===== src/rtl/clk_divider_multi.sv =====
// Multi-channel programmable clock divider and tick generator.
// Each channel is a down-counter that reloads from its divisor at terminal
// count. Channels are reconfigured one at a time through a valid/ready port.
//
//   state    | meaning
//   ---------+-----------------------------------------------------------
//   ST_INIT  | first cycle out of reset, config port not yet ready
//   ST_IDLE  | cfg_ready high, waiting for a cfg_valid handshake
//   ST_APPLY | captured request is written into its channel (1 cycle)

module clk_divider_multi #(
   parameter int NUM_CH      = 2,
   parameter int CNT_W       = 24,
   parameter int DEFAULT_DIV = 1199999,
   parameter int CH_W        = 3
) (
   input  logic              clkin,
   input  logic              rst_n,
   input  logic              en,
   input  logic              cfg_valid,
   output logic              cfg_ready,
   input  logic [CH_W-1:0]   cfg_ch,
   input  logic [CNT_W-1:0]  cfg_div,
   input  logic              cfg_mode,
   output logic              cfg_err,
   output logic [NUM_CH-1:0] clkout,
   output logic [NUM_CH-1:0] tick
);

   typedef enum logic [1:0] {
      ST_INIT  = 2'd0,
      ST_IDLE  = 2'd1,
      ST_APPLY = 2'd2
   } state_t;

   localparam logic [CH_W:0]    NUM_CH_L = (CH_W+1)'(NUM_CH);
   localparam logic [CNT_W-1:0] DIV_RST  = CNT_W'(DEFAULT_DIV);

   state_t            state_q;
   state_t            state_d;
   logic              handshake;
   logic              ch_bad;
   logic              apply_ok;
   logic [CH_W-1:0]   ch_q;
   logic [CNT_W-1:0]  div_q;
   logic              mode_q;
   logic              err_q;

   assign handshake = (state_q == ST_IDLE) && cfg_valid;
   assign ch_bad    = ({1'b0, cfg_ch} >= NUM_CH_L);
   // err_q is high exactly during APPLY of an out-of-range request
   assign apply_ok  = (state_q == ST_APPLY) && !err_q;
   assign cfg_ready = (state_q == ST_IDLE);
   assign cfg_err   = err_q;

   // Config FSM state register
   always_ff @(posedge clkin) begin
      if (!rst_n) begin
         state_q <= ST_INIT;
      end else begin
         state_q <= state_d;
      end
   end

   // Config FSM next-state logic
   always_comb begin
      state_d = state_q;
      case (state_q)
         ST_INIT:  state_d = ST_IDLE;
         ST_IDLE:  if (cfg_valid) state_d = ST_APPLY;
         ST_APPLY: state_d = ST_IDLE;
         default:  state_d = ST_INIT;
      endcase
   end

   // Capture the request on handshake; flag out-of-range channel for APPLY
   always_ff @(posedge clkin) begin
      if (!rst_n) begin
         ch_q   <= '0;
         div_q  <= '0;
         mode_q <= 1'b0;
         err_q  <= 1'b0;
      end else begin
         err_q <= handshake && ch_bad;
         if (handshake) begin
            ch_q   <= cfg_ch;
            div_q  <= cfg_div;
            mode_q <= cfg_mode;
         end
      end
   end

   for (genvar g = 0; g < NUM_CH; g++) begin : g_ch
      logic             hit;
      logic [CNT_W-1:0] cnt;
      logic [CNT_W-1:0] div;
      logic             mode;
      logic             clk_q;
      logic             tick_q;

      assign hit       = apply_ok && (ch_q == CH_W'(g));
      assign clkout[g] = clk_q;
      assign tick[g]   = tick_q;

      // Channel counter: config restart beats terminal count, enable gates counting
      always_ff @(posedge clkin) begin
         if (!rst_n) begin
            cnt    <= DIV_RST;
            div    <= DIV_RST;
            mode   <= 1'b0;
            clk_q  <= 1'b0;
            tick_q <= 1'b0;
         end else if (hit) begin
            cnt    <= div_q;
            div    <= div_q;
            mode   <= mode_q;
            clk_q  <= 1'b0;
            tick_q <= 1'b0;
         end else if (en) begin
            if (cnt == '0) begin
               cnt    <= div;
               tick_q <= 1'b1;
               clk_q  <= mode ? 1'b1 : ~clk_q;
            end else begin
               cnt    <= cnt - 1'b1;
               tick_q <= 1'b0;
               if (mode) clk_q <= 1'b0;
            end
         end else begin
            tick_q <= 1'b0;
         end
      end
   end

endmodule


===== config.mk =====
export PLATFORM = sky130hd
export DESIGN_NAME = clk_divider_multi
export DESIGN_NICKNAME = d
export VERILOG_FILES = /design/src/rtl/clk_divider_multi.sv
export SDC_FILE = /design/constraint.sdc
export NUM_CORES = 1
export LEC_CHECK = 0
export BUFFER_PORTS_ARGS = -buffer_cell sky130_fd_sc_hd__buf_4
export CAP_MARGIN = 10
export CORE_UTILIZATION = 40
export DETAILED_ROUTE_END_ITERATION = 16
export HOLD_SLACK_MARGIN = 0.05
export PLACE_DENSITY_LB_ADDON = 0.05
export SYNTH_ARGS = -nofsm -noshare
export SYNTH_HDL_FRONTEND = slang
export SYNTH_SLANG_ARGS = --single-unit

===== constraint.sdc =====
create_clock -name clkin -period 1.85 [get_ports clkin]
set_input_delay 0.185 -clock clkin [delete_from_list [all_inputs] [get_ports clkin]]
set_output_delay 0.185 -clock clkin [all_outputs]
set_load 0.1 [all_outputs]

# After elaboration in Yosys (flattened, before gate mapping)
# Cells that the tools add are included.
# op_classes
addsub,2
magnitude_cmp,1
n_eq_ne,4
n_mux,16
bitwise,4
reduce_logical,21
# op_table
cell,n
$mux 24,6
$logic_not 24->1,2
$sub 24x1->24 const B,2
$mux 1,8
$reduce_bool 2->1,4
$reduce_or 2->1,3
$reduce_or 3->1,2
$logic_and 1x1->1,5
$not 1->1,4
$pmux 2 s2,1
$reduce_and 2->1,2
$eq 3x1->1 const B,1
$ge 3x2->1 const B,1
$logic_not 3->1,1
$eq 2x1->1 const B,1
$eq 2x2->1 const B,1
$logic_not 2->1,1
$mux 2,1
$ne 2x2->1 const B,1
$logic_not 1->1,1
# word_totals
regBits,133
in_bits,32
word_cells,63

# Longest topological paths before layout
# depth
depth_word,4
mapped_depth,10

# Worst setup path before layout
# Ideal clock, no wire load.
# synth_timing
path_kind,flip-flop to flip-flop
startpoint,reg state_q[0]
endpoint,reg ch_q[0]
t_arrival_ns,2.727
required_ns,1.780
setup_slack_ns,-0.947
stages_incl_launch_ff,7
path_buffers,2
path_cell_list,dfxtp_1 > nor2b_1 > and2_1 > clkbuf_1 > clkbuf_1 > nand2_1 > a21oi_1
# synth_via
elab_chain_cells,2
# synth_rtl
element,line_no,source
"start, declared",39,state_t state_q;
"start signal, assigned",61,state_q <= state_d;
$eq 2x1->1,--,
via cfg_ready,21,"output logic cfg_ready,"
$logic_and 1x1->1,49,assign handshake = (state_q == ST_IDLE) && cfg_valid;
"end signal, assigned",86,ch_q <= cfg_ch;
"end, declared",44,logic [CH_W-1:0] ch_q;
# The timed path passes the listed nets, and every way through them passes these cells.
# A chain may end at the register's enable or synchronous reset.

# Final worst setup path
# layout_timing
startpoint,reg g_ch[1].cnt[0]
endpoint,reg g_ch[1].cnt[21]
# layout_via
elab_chain_cells,4
word_cells_on_any_way,5
cone_classes,add/sub: 1; mux: 3; reduce/logical: 1
# layout_rtl
element,line_no,source
"start, declared",95,logic [CNT_W-1:0] cnt;
"start signal, assigned",114,cnt <= div_q;
"start signal, assigned",121,cnt <= div;
"start signal, assigned",125,cnt <= cnt - 1'b1;
$sub 24x1->24 or $logic_not 24->1 (tied branches),"125, 120",
$mux 24 *,120,if (cnt == '0) begin
$mux 24 *,119,end else if (en) begin
$mux 24 *,113,end else if (hit) begin
# Every way passes the cells marked *; elsewhere a longest branch is shown, timed or not. The select of a mux whose other input is x is not followed.

==> results_dict.tcl <==
set metrics [dict create \
    routedWlPerCell_um 17.1 \
    maxSlewViolCount 0 \
    dpl_cell_area_um2 7690 \
    overall_via_count_from_detail_route 6509 \
    clock_insertion_delay_worst_skew_ns 0.43 \
    grt_antenna_before_repair 0 \
    port-buffer-count 37 \
    critPathKind "reg -> reg" \
    route.detailed.drc 0 \
    die_h_um 129 \
    timing.final.crit_period_ns 2.10 \
    final_instance_area_um2 9140 \
    maxSlewHeadroom_pct 55.3 \
    grt.total_usage_pct 25.8 \
    r2r-end "g_ch[1].cnt[21]" \
    placementRows 45 \
    nNetsFinal 1013 \
    yosys.area_share.simple_pct 28.2 \
    max_cap_viol_count 0 \
    timing.critical_path.arrival_ns 2.45 \
    syn-cell-area_um2 6410 \
    area_share_of_fa_ha_maj_cells_after_synthesis_pct 0.781 \
    timing.rr.start "g_ch[1].cnt[0]" \
    postSynthAreaPerCell_um2 7.83 \
    depth_of_the_cts_h_tree 4 \
    grt_setup_unrepaired "yes" \
    synth-compound-area-share_pct 21.1 \
    min_delay_path_depth 4 \
    outcome "finished, violations left" \
    most_used_dff_post_synth "sky130_fd_sc_hd__dfxtp_1" \
    worst_pin_slew_ns 0.665 \
    grt_start_max_net_pins 78 \
    core_um2 15400 \
    synth_instances 819 \
    timing.fmax_mhz 476 \
    crit_end_category "flip-flop" \
    starting_density_pct 41.6 \
    worstPathMaxFanout 5 \
    fin_crit_sh_pct 114 \
    fillerInstances 1398 \
    via_per_inst 5.42 \
    synthMuxAreaShare_pct 1.41 \
    synth_top_area_share_pct 41.5 \
    fp.dieArea_um2 16500 \
    die_w_um 129 \
    finalSetupViolCount 37 \
    cts_tree "done" \
    ant_nets 0 \
    hp-start "en" \
    totalWireLength_um 20500 \
    most-common-layout-cells "183 x sky130_fd_sc_hd__nand2_1, 142 x sky130_fd_sc_hd__buf_4, 121 x sky130_fd_sc_hd__dfxtp_1" \
    finalHoldViolCount 0 \
    yosys.area_share.xor_xnor_pct 2.46 \
    first_iter_violations 392 \
    cts-buffers-inserted 17 \
    area_growth_syn_to_layout_pct 42.6 \
    totalNegativeSetupSlack_ns -4.64 \
    diodes 0 \
    crit_path_start_kind "flip-flop" \
    rrSetupSlack_ns -0.25 \
    postSynthRegisterBits 133 \
    worst_hold_path.endpoint "g_ch[1].cnt[16]" \
    grt_residual_overflow 0 \
    grt_pass1_wl_um 32800 \
    failed_checks "setup timing" \
    power-per-cell-area_nw_per_um2 813 \
    worst-endpoint-required_ns 2.20 \
    routabilityCongestion 0.843 \
    synthesis.yosys.warnings 0 \
    setup_ws_final_ns -0.251 \
    cellLeakagePower_uw 0.00362 \
    netlist_top_cells_area "sky130_fd_sc_hd__dfxtp_1 42%, sky130_fd_sc_hd__nand2_1 11%, sky130_fd_sc_hd__a21oi_1 5.7%, sky130_fd_sc_hd__nor2_1 4.6%, sky130_fd_sc_hd__o21ai_0 3.5%" \
    drt-pass1-iter-count 6 \
    clk_pin_slew_worst_paths_ns 0.06 \
    max-clock-path-buffers 2 \
    drive_gt1_share_pct 29.5 \
    top_level_ports 38 \
    worst_clock_skew_ns 0.00650 \
    dominant_combinational_cell_family_by_area_after_synthesis "simple AND/OR/NAND/NOR gates" \
    dpl.hpwl_um 13800 \
    postSynthNetCount 855 \
    worst_min_delay_path_class "in -> reg" \
    first_global_vias 6424 \
    share_of_synthesized_area_occupied_by_flip_flops_and_latches_pct 41.5 \
    clock_sink_count 133 \
    vdd_drop_max_mv 0.702 \
    root_buffer "sky130_fd_sc_hd__clkbuf_16" \
    synth_cell_type_count 78 \
    synth-async-reset-ratio_pct 0 \
    reg2reg_depth 9 \
    layout_commonest_cell "sky130_fd_sc_hd__nand2_1" \
    post-synth-top-area-cell "sky130_fd_sc_hd__dfxtp_1" \
    synth_edf_count 0 \
]
[state kept, by name, indices dropped and copies added, names as in the netlist]
signal,count
g_ch.cnt,48
g_ch.div,48
div_q,24
ch_q,3
g_ch.clk_q,2
g_ch.mode,2
g_ch.tick_q,2
state_q,2
cfg_err,1
mode_q,1
[cell usage after synthesis, types with 4 or more instances]
| master | count |
|---|---|
| sky130_fd_sc_hd__nand2_1 | 185 |
| sky130_fd_sc_hd__dfxtp_1 | 133 |
| sky130_fd_sc_hd__nor2_1 | 78 |
| sky130_fd_sc_hd__a21oi_1 | 73 |
| sky130_fd_sc_hd__o21ai_0 | 45 |
| sky130_fd_sc_hd__clkbuf_1 | 42 |
| sky130_fd_sc_hd__nand3_1 | 23 |
| sky130_fd_sc_hd__nor3_1 | 23 |
| sky130_fd_sc_hd__o211ai_1 | 15 |
| sky130_fd_sc_hd__a21boi_0 | 14 |
| sky130_fd_sc_hd__o22ai_1 | 10 |
| sky130_fd_sc_hd__nor4_1 | 9 |
| sky130_fd_sc_hd__xnor2_1 | 9 |
| sky130_fd_sc_hd__xor2_1 | 9 |
| sky130_fd_sc_hd__a41oi_1 | 8 |
| sky130_fd_sc_hd__or3_1 | 8 |
| sky130_fd_sc_hd__a21o_1 | 7 |
| sky130_fd_sc_hd__inv_1 | 7 |
| sky130_fd_sc_hd__and2_1 | 5 |
| sky130_fd_sc_hd__buf_4 | 5 |
| sky130_fd_sc_hd__nand2b_1 | 5 |
| sky130_fd_sc_hd__nand4_1 | 5 |
| sky130_fd_sc_hd__o21a_1 | 5 |
| sky130_fd_sc_hd__buf_2 | 4 |
| sky130_fd_sc_hd__ha_1 | 4 |
| sky130_fd_sc_hd__nor3_2 | 4 |
| sky130_fd_sc_hd__o32ai_1 | 4 |
[metrics by stage]
stage	setup WS [ns]	instances	power, µW	util, %	hold slack [ns]
6_report	-0.251	1201	7430	59.3	0.292
5_1_grt	-0.365	1201	7690	59.3	0.295
4_1_cts	-0.220	1197	7440	57.5	0.272
3_5_place_dp	-0.333	1123	3730	49.8	0.396
3_3_place_gp	-0.262	1123	3720	49.8	0.391
2_1_floorplan	-0.150	819	3440	-	0.295
[how the worst max path moves through the flow]
stage	cells after the start	to	startpoint
5_1_grt	9	g_ch[1].cnt[7]	g_ch[1].cnt[0]
2_1_floorplan	10	g_ch[1].cnt[0]	g_ch[1].cnt[0]
3_5_place_dp	9	g_ch[1].cnt[21]	g_ch[1].cnt[1]
3_3_place_gp	7	g_ch[1].cnt[23]	g_ch[1].cnt[4]
6_report	9	g_ch[1].cnt[21]	g_ch[1].cnt[0]
4_1_cts	9	g_ch[1].cnt[23]	g_ch[1].cnt[0]
[routing by layer]
layer	wire (µm)	global-route usage, %	vias up
met5	0	0	-
li1	-	-	3196
met4	238	7.68	0
met2	9980	43.4	137
met1	9650	33.4	3151
met3	664	4.78	25
[kinds of logic after synthesis]
family	after synthesis
buf+inv	65
flops	133
simple gates	376
xor+xnor	18
fa+ha+maj	4
mux	8
compound gates	215
[critical path, cell delays in order (launching register included)]
cell and delay [ns]:
sky130_fd_sc_hd__dfxtp_2 0.32, sky130_fd_sc_hd__inv_2 0.07, sky130_fd_sc_hd__ha_4 0.12, sky130_fd_sc_hd__or4b_4 0.46, sky130_fd_sc_hd__nor4_4 0.21, sky130_fd_sc_hd__and2_4 0.25, sky130_fd_sc_hd__buf_6 0.13, sky130_fd_sc_hd__nor2_2 0.03
sky130_fd_sc_hd__mux2_4 0.27, sky130_fd_sc_hd__o22ai_2 0.16
[where the power goes]
group	internal (µW)	leakage, µW	switching [µW]
clock network	2320	0.000303	1320
registers	2960	0.00108	91.9
logic	348	0.00224	394
total	5630	0.00362	1800
[layout make-up]
type | count | area [µm²] | area share (%)
sequential | 133 | 2690 | 29.4
clock inverter | 12 | 176 | 1.93
tap | 211 | 264 | 2.89
clock buffer | 20 | 457 | 5.00
timing repair buffer | 196 | 1660 | 18.1
multi-input combinational | 621 | 3870 | 42.3
inverter | 8 | 32.5 | 0.356
[what timing repair did]
action,CTS,global route
setup buffers,12,5
setup endpoints to repair,43,58
endpoints found under the hold margin,30,0
gates resized for setup,43,63
cloned,0,1
pin swaps,20,40
hold buffers,30,0
No activity file was read; power rests on OpenSTA's default activity.
